<file path="src/rtl/bcd_stopwatch.sv">
// bcd_stopwatch: BCD stopwatch with prescaled tick, pause/resume, sticky overflow and
// optional lap capture (enabled by defining BCD_STOPWATCH_LAP_EN).
module bcd_stopwatch #(
    parameter int DIGITS   = 4,
    parameter int PRESCALE = 10
) (
    input  logic                clk,
    input  logic                reset,
    input  logic                start_stop,
    input  logic                clear,
    input  logic                lap,
    output logic [4*DIGITS-1:0] count,
    output logic [4*DIGITS-1:0] lap_value,
    output logic                lap_valid,
    output logic                running,
    output logic                overflow
);
    typedef enum logic [1:0] {IDLE, RUN, PAUSE} state_t;
    state_t              state;
    logic [15:0]         presc;
    logic                tick;
    logic                carry;
    logic [3:0]          digit;
    logic [4*DIGITS-1:0] count_inc;

    assign tick = state == RUN && presc == 16'(PRESCALE - 1);

    // Ripple a +1 through the digits; carry ends high only when every digit was 9.
    always_comb begin
        carry     = 1'b1;
        digit     = '0;
        count_inc = count;
        for (int i = 0; i < DIGITS; i++) begin
            digit                = count[4*i +: 4];
            count_inc[4*i +: 4]  = carry ? (digit == 4'd9 ? 4'd0 : digit + 4'd1) : digit;
            carry                = carry && digit == 4'd9;
        end
    end

    // State machine, prescaler, count and sticky overflow; clear acts like reset here.
    always_ff @(posedge clk) begin
        if (reset || clear) begin
            state    <= IDLE;
            presc    <= '0;
            count    <= '0;
            running  <= 1'b0;
            overflow <= 1'b0;
        end else begin
            if (start_stop)
                state <= state == RUN ? PAUSE : RUN;
            running <= start_stop ? state != RUN : state == RUN;
            presc   <= tick ? '0 : state == RUN ? presc + 16'd1 : state == PAUSE ? presc : '0;
            if (tick)
                count <= count_inc;
            if (tick && carry)
                overflow <= 1'b1;
        end
    end

`ifdef BCD_STOPWATCH_LAP_EN
    // Lap capture takes the pre-edge count, so a tick-cycle lap sees the old value.
    always_ff @(posedge clk) begin
        if (reset || clear) begin
            lap_value <= '0;
            lap_valid <= 1'b0;
        end else begin
            lap_valid <= lap;
            if (lap)
                lap_value <= count;
        end
    end
`else
    logic unused_lap;
    assign unused_lap = lap;
    assign lap_value  = '0;
    assign lap_valid  = 1'b0;
`endif
endmodule

</file>
<file path="config.mk">
export PLATFORM = sky130hd
export DESIGN_NAME = bcd_stopwatch
export DESIGN_NICKNAME = d
export VERILOG_FILES = /design/src/rtl/bcd_stopwatch.sv
export SDC_FILE = /design/constraint.sdc
export NUM_CORES = 1
export LEC_CHECK = 0
export ABC_AREA = 1
export ABC_CLOCK_PERIOD_IN_PS = 1900
export CAP_MARGIN = 30
export CORE_UTILIZATION = 52
export CTS_CLUSTER_SIZE = 20
export DETAILED_ROUTE_END_ITERATION = 8
export GPL_ROUTABILITY_DRIVEN = 1
export PLACE_DENSITY = 0.79
export SETUP_SLACK_MARGIN = 0.1
export SLEW_MARGIN = 20
export SYNTH_ARGS = -nofsm -noshare
export SYNTH_HDL_FRONTEND = slang
export SYNTH_SLANG_ARGS = --single-unit
</file>
<file path="constraint.sdc">
create_clock -name clk -period 1.9 [get_ports clk]
set_input_delay 0.19 -clock clk [delete_from_list [all_inputs] [get_ports clk]]
set_output_delay 0.19 -clock clk [all_outputs]
set_load 0.01 [all_outputs]
</file>
# Word level (Yosys, flattened, before mapping)
# Cells that the tools add are included.
# op_classes
add_sub_neg,5
reduce_logical,10
n_eq_ne,9
mux,8
# op_table
operator,n
16-bit 2-to-1 mux,2
"16-bit by 1-bit adder with 16-bit output, second input constant",1
"4-bit by 1-bit adder with 4-bit output, second input constant",4
"16-bit by 4-bit equality test with 1-bit output, second input constant",1
"4-bit equality test, second input constant",4
4-bit 2-to-1 mux,4
2-bit AND reduction,3
1-bit logical AND,5
"2-bit by 1-bit equality test with 1-bit output, second input constant",1
"2-bit equality test, second input constant",1
2-bit 2-to-1 mux,1
"2-bit by 1-bit inequality test with 1-bit output, second input constant",1
"2-bit inequality test, second input constant",1
2-bit OR reduction,1
1-bit logical OR,1
1-bit 2-to-1 mux,1
# totals
ff_bits,36
output_inout_bits,35

# Logic depth before layout (Yosys ltp)
# Gate-level depths: netlist of the first run.
# logic_depth
depth_word,5
depth_mapped,10

# Worst setup path before layout of the first run
# No wires, ideal clock.
# synth_timing
path_kind,flip-flop to flip-flop
from,register presc[0]
to,register presc[15]
path_buffers,0
synth_period_minus_slack_ns,1.397
path_slack_ns,0.503
stages_incl_launch_ff,9
setup_ns,0.124
arrival_time_ns,1.273
path_cell_list,dfxtp_1 ha_1 nand3_1 nor2_2 nand3_4 nand2_4 inv_2 o21ai_2 nor2_1
# synth_via
elab_chain_len,3
word_cells_on_any_way,5
cone_classes,add/sub (1); eq/ne (1); mux (1); reduce/logical (2)
# synth_lines
item,line_no,rtl
from (decl),20,logic [15:0] presc;
from (signal assigned),52,presc <= tick ? '0 : state == RUN ? presc + 16'd1 : state == PAUSE ? presc : '0;
branches (longest 3 deep; another with 16-bit by 1-bit adder with 16-bit output),--,
# Several ways; the timed one is not identified.
# A chain may end at the register's enable or synchronous reset.

# Worst setup path after layout of the first run
# Ends and elaborated chain as after synthesis.

==> metrics list, run 1 <==
- Total routed wirelength: 4500 um
- The clock reaches the later pin of the worst-skew pair after 0.29 ns.
* Final nets: 365
- Relative to the synthesized area, the layout overhead comes to 14.0%.
- The flow ran to the end, and the final reports show no timing, DRC or antenna violations.
- Unique masters post-synth: 33
- Cell types with the largest area share after synthesis: sky130_fd_sc_hd__dfxtp_1 (33%), sky130_fd_sc_hd__nand2_1 (13%), sky130_fd_sc_hd__nor2_1 (9.7%)
- Arrival time at the worst endpoint: 1.82 ns
* Highest-utilization routing layer at the global route stage: met2
- The final count of hold timing violations is 0.
* Die area: 4430 um2
- FILL cells: 376
- Min-Delay Startpoint: overflow$_SDFFE_PP0P_
- The tightest min-delay check is of the flip-flop to flip-flop type.
- OpenSTA, run right after detailed placement, puts the worst setup slack at 0.252 ns.
* 1st-iter DRT viols: 130
- Global routing consumed, on the met3 layer, 6.16% of the routing resources.
- Final Non-Filler Cells: 409
- Total I/O pin count: 40
* Number of max-cap violations: 0
* Total GRT Usage: 22.2%
- From left edge to right edge, the die measures 66.5 um.
* Placed cell areas: 2380 um2
* Cell count after synthesis: 330
- Crit end category: flip-flop
- Counting flops and latches in the post-synthesis netlist gives 36.
- Total number of placement rows: 23
* Initial antenna violation count: 0
- The congestion estimate from routability-driven global placement came to 0.901.
- Combined area of the multi-input logic cells: 1210 um2
- After layout, the worst setup slack is 0.241 ns.
* Synth warn: 0
* Final critical-path required period: 1.66 ns
- Number of cells in the design after placement: 401
* Clock buffers created by TritonCTS: 5
- Worst reg2reg setup slack: 0.24 ns
- Setup repair after global routing missed its margin: false
- The finished cells cover 2470 um2.
* Share of the yosys chip area belonging to registers: 33.3%
- FF-to-FF path depth: 8
- Fin Hold WS: 0.458 ns
- In the finished design, the share of the clock period the worst path needs comes to 87.3%.
* First-pass detailed-route iteration total: 4
* Proportion of layout cells with a drive suffix above 1: 8.08%
* Ant. Diodes: 0
* Number of H-tree branching levels: 2
* Xor/xnor cell area share of the yosys netlist: 4.04%
* Remaining DRCs: 0
* Met2 Use GR: 34.4%
- The synthesized netlist devotes 37.8% of its cell area to simple gates.
* Met1 track demand over resource in global routing: 29.7%
* Worst hold path endpoint: overflow$_SDFFE_PP0P_
- Clock buffer depth: 2
- Adder-cell share of the synthesized area: 1.16%
* Detailed-route wire length per cell: 11.0 um
* Startpoint-to-endpoint class of the critical path: flip-flop to flip-flop
* Cts hold-fix bufs: 0
- After synthesis, the share of cell area in mux cells is 0%.
- Data required, critical path: 2.06 ns
- Vias per inst: 5.05
* Post-synth top area share: 33.3%
- Post-CTS timing repair inserted 0 buffers for setup.
* Number of port buffers: 21
- After floorplanning, the core was sized to cover 4000 um2.
- The synthesized netlist devotes 9.88% of its cell area to compound gates.
- In this run the cell area of the synthesized design comes to 2170 um2.
* Dominant combinational cell family by area after synthesis: simple AND/OR/NAND/NOR gates
- Global routing finished with a remaining overflow of 0.
- Along the worst hold path, the cell count comes to 2.
- CTS tree: built
- Launching point of the worst reg2reg path: presc[0]$_SDFFE_PP0P_
* Power density over cell area: 564 nW/um2
* Number of global-route vias before repair: 1,647
- The analysis attributes to cell leakage a power of 0.945 nW.
- CTS placed an instance of sky130_fd_sc_hd__clkbuf_8 at the clock tree root.
- Derived from the worst setup path, the maximum achievable clock frequency is 603 MHz.
- The routed layout has 2,067 vias.
- Maximum VDD drop: 0.403 mV
* Worst-path fanout max: 8
- Count of clock tree sinks: 36
* Maximum number of pins on one net before global-route repair: 17
- Setup TNS Final: 0 ns
- Setup-failing EPs final: 0
- Initial Util: 54.1%
* Post-DP HPWL: 3390 um
- On the final layout, the worst clock skew is 0.00481 ns.
* Die Ht: 66.5 um
- Post-route ant nets: 0
* Register clock-pin slew on the reported worst setup and hold paths: 0.07 ns
- Capture instance of the worst register-to-register path: presc[15]$_SDFFE_PP0P_
- STA classifies the critical path startpoint as a flip-flop.
- The count of final max-slew check failures was 0.
* Mean cell area of the mapped netlist: 6.56 um2
* Leading area contributor after synthesis: sky130_fd_sc_hd__dfxtp_1
- The first global-routing pass estimated 7360 um of wire.
- Post-cts repair resize count: 0
- In the final layout, flip-flops and latches occupy 721 um2.
-- cell families (layout without fill, tap and decap cells) --
kind of cell               after synthesis  in the layout
adders and majority gates                2              2
and+or+nand+nor                        183            183
xor gates and xnor gates                10             10
other                                    1             17
AOI/OAI and AO/OA                       38             38
buffers and inverters                   60             73
DFF                                     36             36
-- report_power, final --
group	total [mW]	internal, mW	leakage (nW)	switching, mW
registers	0.761	0.757	0.290	0.00385
logic	0.0720	0.0211	0.610	0.0510
clock network	0.558	0.296	0.0455	0.262
-- Yosys cell counts --
master                     instances
sky130_fd_sc_hd__o21ai_2           1
sky130_fd_sc_hd__inv_1            35
sky130_fd_sc_hd__o22ai_1           1
sky130_fd_sc_hd__buf_6             1
sky130_fd_sc_hd__xor2_1            7
sky130_fd_sc_hd__or2_0             1
sky130_fd_sc_hd__o21ai_0           7
sky130_fd_sc_hd__nor2_4            3
sky130_fd_sc_hd__nand3_4           1
sky130_fd_sc_hd__conb_1            1
sky130_fd_sc_hd__a21oi_1          20
sky130_fd_sc_hd__inv_2             6
sky130_fd_sc_hd__o21a_1            1
sky130_fd_sc_hd__nor2_1           56
sky130_fd_sc_hd__and2_1            1
sky130_fd_sc_hd__clkbuf_1          1
sky130_fd_sc_hd__dfxtp_1          36
sky130_fd_sc_hd__o21ai_1           2
sky130_fd_sc_hd__nor2_2            6
sky130_fd_sc_hd__nand2_4           1
sky130_fd_sc_hd__xnor2_1           3
sky130_fd_sc_hd__ha_1              2
sky130_fd_sc_hd__nand4_1           8
sky130_fd_sc_hd__nor3_1            4
sky130_fd_sc_hd__nand2_1          74
sky130_fd_sc_hd__nor3b_1           2
sky130_fd_sc_hd__nor4_1            1
sky130_fd_sc_hd__buf_4            17
sky130_fd_sc_hd__a31o_2            1
sky130_fd_sc_hd__o21bai_1          2
sky130_fd_sc_hd__nand2_2           1
sky130_fd_sc_hd__nand3_1          24
sky130_fd_sc_hd__a211oi_1          3
-- placed cells by master (no fill, tap or decap), types with 2 or more instances in the layout --
| cell | instances |
|---|---|
| sky130_fd_sc_hd__nand2_1 | 74 |
| sky130_fd_sc_hd__nor2_1 | 56 |
| sky130_fd_sc_hd__dfxtp_1 | 36 |
| sky130_fd_sc_hd__inv_1 | 35 |
| sky130_fd_sc_hd__nand3_1 | 24 |
| sky130_fd_sc_hd__clkdlybuf4s50_1 | 21 |
| sky130_fd_sc_hd__a21oi_1 | 20 |
| sky130_fd_sc_hd__conb_1 | 17 |
| sky130_fd_sc_hd__nand4_1 | 8 |
| sky130_fd_sc_hd__o21ai_0 | 7 |
| sky130_fd_sc_hd__xor2_1 | 7 |
| sky130_fd_sc_hd__inv_2 | 6 |
| sky130_fd_sc_hd__nor2_2 | 6 |
| sky130_fd_sc_hd__clkbuf_8 | 6 |
| sky130_fd_sc_hd__nor3_1 | 4 |
| sky130_fd_sc_hd__nor2_4 | 3 |
| sky130_fd_sc_hd__xnor2_1 | 3 |
| sky130_fd_sc_hd__a211oi_1 | 3 |
| sky130_fd_sc_hd__buf_4 | 3 |
| sky130_fd_sc_hd__nor3b_1 | 2 |
| sky130_fd_sc_hd__o21bai_1 | 2 |
| sky130_fd_sc_hd__o21ai_1 | 2 |
| sky130_fd_sc_hd__ha_1 | 2 |
| sky130_fd_sc_hd__clkbuf_1 | 2 |
-- per-stage QoR --
| stage | total power [mW] | util, % |
|---|---|---|
| global placement | 0.849 | 59.5 |
| floorplan | 0.857 | - |
| detailed placement | 0.850 | 59.5 |
| finish | 1.39 | 61.7 |
| CTS | 1.40 | 61.7 |
| global route | 1.44 | 61.7 |
-- layer usage --
layer | vias up | wire length (um)
met1 | 925 | 2180
met5 | - | 0
met2 | 64 | 2010
met4 | 0 | 57
met3 | 5 | 247
li1 | 1073 | -
-- critical path, stage by stage, from the launching register on --
cell	delay, ns
sky130_fd_sc_hd__dfxtp_1	0.39
sky130_fd_sc_hd__ha_1	0.20
sky130_fd_sc_hd__nand3_1	0.09
sky130_fd_sc_hd__nor2_2	0.22
sky130_fd_sc_hd__nand3_4	0.15
sky130_fd_sc_hd__nand2_4	0.16
sky130_fd_sc_hd__inv_2	0.07
sky130_fd_sc_hd__o21ai_2	0.16
sky130_fd_sc_hd__nor2_1	0.09
-- how the worst max path moves through the flow --
stage                                     start                     end  slack, ns  cells past startpoint
after global routing      presc[0]$_SDFFE_PP0P_  presc[15]$_SDFFE_PP0P_       0.11                      8
final                     presc[0]$_SDFFE_PP0P_  presc[15]$_SDFFE_PP0P_       0.24                      8
after floorplan           presc[0]$_SDFFE_PP0P_  presc[15]$_SDFFE_PP0P_       0.50                      8
after global placement    presc[0]$_SDFFE_PP0P_  presc[15]$_SDFFE_PP0P_       0.32                      8
after CTS                 presc[0]$_SDFFE_PP0P_  presc[15]$_SDFFE_PP0P_       0.24                      8
after detailed placement  presc[0]$_SDFFE_PP0P_  presc[15]$_SDFFE_PP0P_       0.25                      8
-- state kept, by name, summed over array words and instances (netlist names) --
signal,flops
overflow,1
running,1
presc,16
state,2
count,16
-- final cells by class --
class	instances	share of cell area, %
clock buffers	8	3.65
multi-input cells	250	49.0
flip-flops and latches	36	29.2
repair buffers	24	9.43
well taps	50	2.53
inverters	41	6.23
No activity file was read; power rests on OpenSTA's default activity.
==> run 2, diff against run 1 <==
--- a/config.mk
+++ b/config.mk
@@ -9,7 +9,6 @@
 export ABC_CLOCK_PERIOD_IN_PS = 1900
 export CAP_MARGIN = 30
 export CORE_UTILIZATION = 52
-export CTS_CLUSTER_SIZE = 20
 export DETAILED_ROUTE_END_ITERATION = 8
 export GPL_ROUTABILITY_DRIVEN = 1
 export PLACE_DENSITY = 0.79
==> results of run 2 <==
Final layout, timing and power as in run 1 (identical DEF).
